==> config.mk <==
export PLATFORM = sky130hd
export DESIGN_NAME = tl_chk_burst
export DESIGN_NICKNAME = d
export VERILOG_FILES = /design/src/rtl/tl_chk_pkg.sv /design/src/rtl/tl_chk_burst.sv
export SDC_FILE = /design/constraint.sdc
export NUM_CORES = 1
export LEC_CHECK = 0
export CAP_MARGIN = 20
export CORE_ASPECT_RATIO = 1.25
export CORE_UTILIZATION = 25
export CTS_BUF_LIST = sky130_fd_sc_hd__clkbuf_16
export CTS_CLUSTER_SIZE = 14
export DETAILED_ROUTE_END_ITERATION = 10
export SETUP_SLACK_MARGIN = 0.5
export SYNTH_ARGS = -nofsm -noshare
export SYNTH_HDL_FRONTEND = slang
export SYNTH_SLANG_ARGS = --single-unit
==> constraint.sdc <==
create_clock -name clk_i -period 5.2 [get_ports clk_i]
set_input_delay 0.78 -clock clk_i [delete_from_list [all_inputs] [get_ports clk_i]]
set_output_delay 0.78 -clock clk_i [all_outputs]
set_load 0.01 [all_outputs]
==> src/rtl/tl_chk_pkg.sv <==
`default_nettype none
// ============================================================================
//  Module   : tl_chk_pkg
//  Brief    : Opcodes, error codes and beat arithmetic shared by the TL checker.
//  Revision : 1.0 - initial release
// ============================================================================
package tl_chk_pkg;

    localparam logic [2:0] A_PUT_FULL        = 3'd0;
    localparam logic [2:0] A_PUT_PARTIAL     = 3'd1;
    localparam logic [2:0] A_GET             = 3'd4;
    localparam logic [2:0] D_ACCESS_ACK      = 3'd0;
    localparam logic [2:0] D_ACCESS_ACK_DATA = 3'd1;

    typedef enum logic [3:0] {
        ERR_NONE     = 4'd0,
        ERR_A_BUSY   = 4'd1,
        ERR_A_ALIGN  = 4'd2,
        ERR_A_BURST  = 4'd3,
        ERR_A_STALL  = 4'd4,
        ERR_D_IDLE   = 4'd5,
        ERR_D_EXPECT = 4'd6,
        ERR_D_BURST  = 4'd7,
        ERR_TIMEOUT  = 4'd8
    } err_code_e;

    // Only data-carrying messages larger than one beat span several beats.
    function automatic int unsigned beats_from_size(input logic data,
                                                    input int unsigned size,
                                                    input int unsigned beat_lg);
        if (!data || size <= beat_lg) return 32'd1;
        return 32'd1 << (size - beat_lg);
    endfunction

endpackage
`default_nettype wire

==> src/rtl/tl_chk_burst.sv <==
`default_nettype none
// ============================================================================
//  Module   : tl_chk_burst
//  Brief    : Per-channel beat counter, first-beat capture, mid-burst and
//             stall-stability compare for one TileLink channel.
//  Revision : 1.0 - initial release
// ============================================================================
module tl_chk_burst
    import tl_chk_pkg::*;
#(
    parameter int SOURCE_W = 2,
    parameter int ADDR_W   = 30,
    parameter int SIZE_W   = 3,
    parameter int BEAT_LG  = 2,
    parameter bit IS_A     = 1'b1
) (
    input  logic                clk_i,
    input  logic                rst_ni,
    input  logic                valid_i,
    input  logic                ready_i,
    input  logic [2:0]          opcode_i,
    input  logic [SIZE_W-1:0]   size_i,
    input  logic [SOURCE_W-1:0] source_i,
    input  logic [ADDR_W-1:0]   address_i,
    output logic                first_o,
    output logic                last_o,
    output logic                mismatch_o,
    output logic                unstable_o
);

    localparam int CNT_W = ((1 << SIZE_W) > BEAT_LG) ? ((1 << SIZE_W) - BEAT_LG + 1) : 1;

    logic [CNT_W-1:0]    cnt_q, cnt_d, idx_q, idx_d, w_beats;
    logic [2:0]          cap_op_q, prv_op_q;
    logic [SIZE_W-1:0]   cap_size_q, prv_size_q;
    logic [SOURCE_W-1:0] cap_src_q, prv_src_q;
    logic [ADDR_W-1:0]   cap_addr_q, prv_addr_q, w_exp_addr;
    logic                cap_data_q, stall_q;
    logic                w_fire, w_idle, w_data;

    assign w_fire  = valid_i & ready_i;
    assign w_idle  = (cnt_q == '0);
    assign w_data  = IS_A ? (opcode_i == A_PUT_FULL || opcode_i == A_PUT_PARTIAL)
                          : (opcode_i == D_ACCESS_ACK_DATA);
    assign w_beats = CNT_W'(beats_from_size(w_data, 32'(size_i), BEAT_LG));

    // Put beats walk the address upward one beat at a time; everything else repeats it.
    assign w_exp_addr = cap_addr_q + ((IS_A && cap_data_q) ? (ADDR_W'(idx_q) << BEAT_LG) : '0);

    assign first_o    = w_fire & w_idle;
    assign last_o     = w_fire & (w_idle ? (w_beats == CNT_W'(1)) : (cnt_q == CNT_W'(1)));
    assign mismatch_o = w_fire & !w_idle &
                        ((opcode_i != cap_op_q) || (size_i != cap_size_q) ||
                         (source_i != cap_src_q) || (IS_A && (address_i != w_exp_addr)));
    assign unstable_o = stall_q &
                        (!valid_i || (opcode_i != prv_op_q) || (size_i != prv_size_q) ||
                         (source_i != prv_src_q) || (address_i != prv_addr_q));

    always_comb begin
        cnt_d = cnt_q;
        idx_d = idx_q;
        if (w_fire) begin
            if (w_idle) begin
                cnt_d = w_beats - CNT_W'(1);
                idx_d = CNT_W'(1);
            end else begin
                cnt_d = cnt_q - CNT_W'(1);
                idx_d = idx_q + CNT_W'(1);
            end
        end
    end

    always_ff @(posedge clk_i) begin
        if (!rst_ni) begin
            cnt_q      <= '0;
            idx_q      <= '0;
            cap_op_q   <= '0;
            cap_size_q <= '0;
            cap_src_q  <= '0;
            cap_addr_q <= '0;
            cap_data_q <= 1'b0;
            stall_q    <= 1'b0;
            prv_op_q   <= '0;
            prv_size_q <= '0;
            prv_src_q  <= '0;
            prv_addr_q <= '0;
        end else begin
            cnt_q   <= cnt_d;
            idx_q   <= idx_d;
            stall_q <= valid_i & !ready_i;
            if (first_o) begin
                cap_op_q   <= opcode_i;
                cap_size_q <= size_i;
                cap_src_q  <= source_i;
                cap_addr_q <= address_i;
                cap_data_q <= w_data;
            end
            prv_op_q   <= opcode_i;
            prv_size_q <= size_i;
            prv_src_q  <= source_i;
            prv_addr_q <= address_i;
        end
    end

endmodule
`default_nettype wire

==> results.py, run 1 <==
metrics = {
    "detailed_routing": {
        "via_count": 4138,
        "antenna_left": 0,
        "firstDrtPassIters": 5,
        "wl_um": 12600,
        "detail_route.wl_per_cell_um": 13.9,
        "drc": 0,
        "via_per_inst": 4.56,
        "drt_iter0_markers": 190,
    },
    "global_routing": {
        "grt-ovfl-total": 0,
        "grtUsageMet2_pct": 21.4,
        "use_met3_pct": 1.81,
        "busiest_layer": "met2",
        "antenna_found_initial": 0,
        "grt_start_max_net_pins": 63,
        "grt_pass1_wl_um": 20800,
        "track_usage_pct": 13.0,
        "grtUsageMet1_pct": 17.2,
        "grt_pass1_vias": 3977,
    },
    "cells_and_area": {
        "nets": 693,
        "areaGrowthSynthToFinish_pct": 20.2,
        "fillers": 2089,
        "drive_above_1_share_pct": 5.45,
        "instances_no_fill": 907,
        "final_cell_mix": "dfxtp_1, nor2_1, xnor2_1",
        "n_antenna_cell": 0,
        "layout_commonest_cell": "dfxtp_1",
    },
    "setup_path": {
        "cp.required_ps": 4420,
        "path_cells": "and2_1 -> ha_1 -> nor3_2 -> nor4_4 -> nand4_1 -> xnor2_1 -> nor4_1 -> nand4_1 -> nor4_1 -> a31oi_1 -> clkdlybuf4s50_1",
        "critPathBufInv": 1,
        "critPathArrivalTime_ps": 3740,
        "end_kind": "output pin",
        "cp_top_family": "simple AND/OR/NAND/NOR gates",
        "cp_max_fo": 8,
        "slowest_delay_ps": 510,
        "critical_path_class": "register to output pin",
        "critPathSlowestCell": "clkdlybuf4s50_1",
        "cp-start-kind": "register",
    },
    "timing": {
        "hold_viol_final": 0,
        "post-route-period-util_pct": 87.0,
        "holdWs_ps": 488,
        "period_needed_ps": 4520,
        "tightest_slew_ps": 559,
        "fin_skew_ps": 5.10,
        "max-slew-margin-rel_pct": 62.7,
        "tns_ps": 0,
        "final-setup-viol-count": 0,
        "slew_violations": 0,
        "max_freq_mhz": 221,
        "setup_ws_ps": 678,
        "rsz0062_at_grt": "false",
    },
    "placement": {
        "hpwl_um": 9150,
        "dp_slack_ps": 689,
        "port_buffers": 45,
        "dp.cells": 891,
        "gp_congestion": 0.821,
    },
    "floorplan": {
        "die-width_um": 128,
        "fp-row-count": 57,
        "boundaryPins": 46,
        "start_util_pct": 25.6,
        "die_h_um": 160,
        "core_area_um2": 19500,
        "die_area_um2": 20500,
    },
    "cts": {
        "cts-root-buf": "clkbuf_16",
        "htree_levels": 3,
        "cts_tree": "yes",
        "post_cts_buffers": 0,
        "clkLatencyLatePin_ps": 350,
        "ctsLongestPathBuffers": 2,
        "cts_sinks": 92,
        "clk_pin_slew_ps": 70,
        "numCtsBuffers": 9,
    },
    "power_and_ir_drop": {
        "power.switching_uw": 611,
        "pwr-share-seq_pct": 43.6,
        "irDropWorstVdd_v": 0.000149,
        "p_leak_nw": 2.18,
        "power.internal_mw": 1.30,
        "power_frac_clock_pct": 33.4,
        "p_comb_share_pct": 22.9,
        "switching_share_pct": 32.0,
        "pwr_density_cell_nw_per_um2": 319,
    },
    "synthesis": {
        "syn_avg_cell_area_um2": 8.28,
        "synth_top_area_share_pct": 37.0,
        "syn_inst": 602,
        "syn-num-nets": 658,
        "synth-seq-cells": 92,
        "synth_cell_types": 52,
        "yosys-top-cells-area": "dfxtp_1, xnor2_1, nor2_1",
        "seq_area_frac_synth_pct": 37.0,
        "synth_area_leader_cell": "dfxtp_1",
        "syn_area_um2": 4980,
        "yosys_warnings": 0,
    },
    "run_status": {
        "status": "finished clean",
    },
    "hold_path": {
        "worst_hold_path_type": "register to register",
    },
    "flow_run": {
        "maxCapViolCount": 0,
    },
}
## power by group through the flow
stage	Combinational (mW)	Sequential, mW	Clock (mW)
detailed placement	0.437	0.848	0
finish	0.438	0.833	0.638
CTS	0.441	0.833	0.654
global placement	0.434	0.847	0
floorplan	0.315	0.832	0
global route	0.490	0.844	0.687
## path summary, 6_finish.rpt
| check | start | endpoint | slack, ps | cells past startpoint |
|---|---|---|---|---|
| worst min-delay path | cap_addr_q[2] | cap_addr_q[2] | 490 | 2 |
| worst max register to register | cnt_q[3] | cap_addr_q[9] | 2860 | 7 |
| worst max-delay path | cap_data_q | mismatch_o | 680 | 11 |
| worst min register to register | cap_addr_q[2] | cap_addr_q[2] | 490 | 2 |
## stage by stage
step	utilization, %	area, µm²	total power, mW
global route	30.8	5990	2.02
finish	30.8	5990	1.91
detailed placement	29.2	5690	1.29
CTS	30.7	5980	1.93
floorplan	-	4980	1.15
global placement	29.2	5690	1.28
## registers in the layout, indices dropped and copies added, names as in the netlist, 3 cells and up
| name | flops |
|---|---|
| idx_q | 7 |
| cnt_q | 7 |
| cap_op_q | 3 |
| cap_addr_q | 30 |
| prv_addr_q | 30 |
| cap_size_q | 3 |
| prv_size_q | 3 |
| prv_op_q | 3 |
## tightest hold or removal path: stages (launching register included)
cell     delay, ps
dfxtp_1        330
nor2_1          50
nor2_1          70
## synth_stat cells (all sizes together)
cell,n
a221oi,1
o211ai,5
nand2b,2
nor4,11
o211a,2
nor2,91
or3b,2
mux2i,4
and3,4
a41o,1
nand4,21
nor4b,2
o31a,1
o21bai,2
a21boi,2
a31oi,4
or4b,1
a2bb2oi,2
nand4b,1
o22ai,2
a22oi,1
inv,13
nor3b,2
a31o,1
a21o,1
o21a,2
a21oi,17
dfxtp,92
nand2,34
clkbuf,20
buf,5
nand3,16
o21ai,51
nor3,17
xnor2,73
fa,1
or2,2
or3,4
o31ai,2
a211oi,2
ha,13
and2,49
xor2,21
nor2b,2
## layout make-up
cell class	count	area, µm²	share of cell area, %
clock buffer	9	225	3.76
clock inverter	7	60.1	1.00
inverter	13	48.8	0.815
multi-input combinational	472	3010	50.2
sequential	92	1840	30.7
tap	265	332	5.53
timing repair buffer	49	475	7.94
## layer usage
metal / routed length [µm] / up-vias
li1: - / 2118
met1: 6020 / 1938
met2: 6010 / 67
met3: 407 / 15
met4: 186 / 0
met5: 0 / -
## what timing repair did
action	CTS	global route
hold buffers	0	0
endpoints found under the setup margin	1	2
resized for setup	1	2
## logic make-up after synthesis
logic type	share of synthesized area (%)
compound gates	12.0
xor+xnor	16.5
fa+ha+maj	3.67
buf+inv	2.99
flops	37.0
mux	0.804
simple gates	27.0
Power figures use the tool's default switching activity.
==> run 2: changes to the inputs <==
Settings changed: CORE_UTILIZATION 25 to 57, PLACE_DENSITY from default to 0.79.
==> run 2 against run 1 <==
Compared with the run above:
- critical path type unchanged
- sequential share of layout area grew 1.1 points
- power up 1.2%
- cell count down 19%
- register-to-register slack worse by 40 ps
- clock power increased by 3%
- highest routed layer unchanged
- core utilization grew 39 points
- hold slack got worse by 4.5 ps
- sequential power about the same
- wire length shrank 5.2%
- cell area fell by 3.4%
==> results.py, run 2 (synthesis results as in run 1) <==
metrics = {
    "placement": {
        "hpwl_um": 8410,
        "port_buffers": 45,
        "gp_congestion": 0.916,
    },
    "detailed_routing": {
        "drt_iter0_markers": 254,
        "via_count": 4332,
        "via_per_inst": 5.87,
        "wl_um": 12000,
        "drc": 0,
        "firstDrtPassIters": 5,
        "antenna_left": 0,
        "detail_route.wl_per_cell_um": 16.2,
    },
    "cells_and_area": {
        "fin_util_pct": 69.5,
        "final_cell_mix": "dfxtp_1, nor2_1, xnor2_1",
        "reg.largest.list": "cap_addr_q: 30 flops, prv_addr_q: 30 flops",
        "nets": 692,
        "n_antenna_cell": 0,
        "areaGrowthSynthToFinish_pct": 16.2,
        "layout_commonest_cell": "dfxtp_1",
        "drive_above_1_share_pct": 5.30,
    },
    "timing": {
        "final-setup-viol-count": 0,
        "hold_viol_final": 0,
        "tightest_slew_ps": 740,
        "tns_ps": 0,
        "post-route-period-util_pct": 90.1,
        "max-slew-margin-rel_pct": 50.6,
        "period_needed_ps": 4690,
        "rsz0062_at_grt": "false",
        "slew_violations": 0,
        "fin_skew_ps": 7.70,
        "max_freq_mhz": 213,
    },
    "hold_path": {
        "worst_hold_path_type": "register to register",
        "hold_start": "cap_addr_q[2]",
    },
    "setup_path": {
        "cp-startpoint": "cap_data_q",
        "cp.required_ps": 4420,
        "cp-start-kind": "register",
        "critPathArrivalTime_ps": 3910,
        "end_kind": "output pin",
        "critical_path_class": "register to output pin",
        "cp_max_fo": 8,
        "rr_startpoint": "cnt_q[3]",
    },
    "power_and_ir_drop": {
        "switching_share_pct": 30.9,
        "p_comb_share_pct": 22.7,
        "pwr-share-seq_pct": 43.2,
        "power.switching_uw": 596,
        "pwr_density_cell_nw_per_um2": 334,
        "power_frac_clock_pct": 34.0,
        "irDropWorstVdd_v": 0.000257,
        "p_leak_nw": 2.19,
        "power.internal_mw": 1.33,
    },
    "cts": {
        "clk_pin_slew_ps": 60,
        "cts_tree": "yes",
        "hold_buffers": 0,
        "numCtsBuffers": 9,
        "clkLatencyLatePin_ps": 360,
        "ctsLongestPathBuffers": 2,
        "cts-root-buf": "clkbuf_16",
        "cts_sinks": 92,
        "htree_levels": 3,
    },
    "run_status": {
        "status": "finished clean",
    },
    "floorplan": {
        "fp-row-count": 37,
        "core_area_um2": 8330,
        "start_util_pct": 59.8,
        "die-width_um": 85.6,
        "die_area_um2": 9120,
        "boundaryPins": 46,
        "die_h_um": 107,
    },
    "global_routing": {
        "track_usage_pct": 27.4,
        "grt_pass1_vias": 4045,
        "grt_pass1_wl_um": 19500,
        "grt_start_max_net_pins": 68,
        "antenna_found_initial": 0,
        "grt-ovfl-total": 0,
    },
    "flow_run": {
        "maxCapViolCount": 0,
    },
}
-- run 2: worst paths after layout --
path,to,slack [ps],depth (start not counted)
setup / recovery,mismatch_o,510,12
hold / removal,cap_addr_q[2],480,2
setup reg to reg,cnt_q[4],2820,8
hold reg to reg,cap_addr_q[2],480,2
-- run 2: timing repair --
item | 4_1_cts | 5_1_grt
endpoints found under the hold margin | 0 | 0
pin swaps | 0 | 1
setup buffers | 0 | 1
cloned | 0 | 0
setup endpoints to repair | 1 | 1
resized for setup | 1 | 3
-- run 2: final cells by class --
type / instances / area (µm²)
timing repair buffer: 48 / 468
fill: 681 / 2540
clock inverter: 7 / 67.6
tap: 97 / 121
multi-input combinational: 472 / 3020
sequential: 92 / 1840
inverter: 13 / 48.8
clock buffer: 9 / 225
-- run 2: per-stage QoR --
| stage | std cells | setup slack [ps] | hold slack, ps | power [mW] | cell area, µm² |
|---|---|---|---|---|---|
| 2_1_floorplan | 602 | 1800 | 447 | 1.15 | 4980 |
| 3_3_place_gp | 721 | 843 | 464 | 1.26 | 5460 |
| 6_report | 738 | 514 | 484 | 1.93 | 5790 |
| 5_1_grt | 738 | 491 | 519 | 2.03 | 5790 |
| 4_1_cts | 737 | 513 | 489 | 1.93 | 5760 |
| 3_5_place_dp | 721 | 762 | 473 | 1.28 | 5460 |
-- run 2: worst max-delay path, cell delays in order (launching register included) --
cell             delay (ps)
dfxtp_1                 430
and2_1                  160
ha_1                    170
fa_1                    260
a211oi_4                100
o21ai_4                 310
or3b_1                  400
xnor2_1                 150
nor4_1                  350
nand4_1                 170
nor4_2                  390
a31oi_1                 170
clkdlybuf4s50_1         500
-- run 2: metal layers --
| metal | routed length, µm | global-route usage [%] | vias to the layer above |
|---|---|---|---|
| met5 | 0 | 0 | - |
| met4 | 257 | 10.4 | 0 |
| met3 | 568 | 4.89 | 21 |
| met2 | 5920 | 47.3 | 146 |
| met1 | 5210 | 33.8 | 2045 |
| li1 | - | - | 2120 |
-- run 2: power groups by stage --
| stage | registers, mW | clock network (mW) | logic (mW) |
|---|---|---|---|
| final | 0.835 | 0.657 | 0.439 |
| after global routing | 0.843 | 0.697 | 0.487 |
| after CTS | 0.834 | 0.661 | 0.436 |
| after detailed placement | 0.849 | 0 | 0.431 |
| after global placement | 0.845 | 0 | 0.420 |
| after floorplan | 0.832 | 0 | 0.315 |
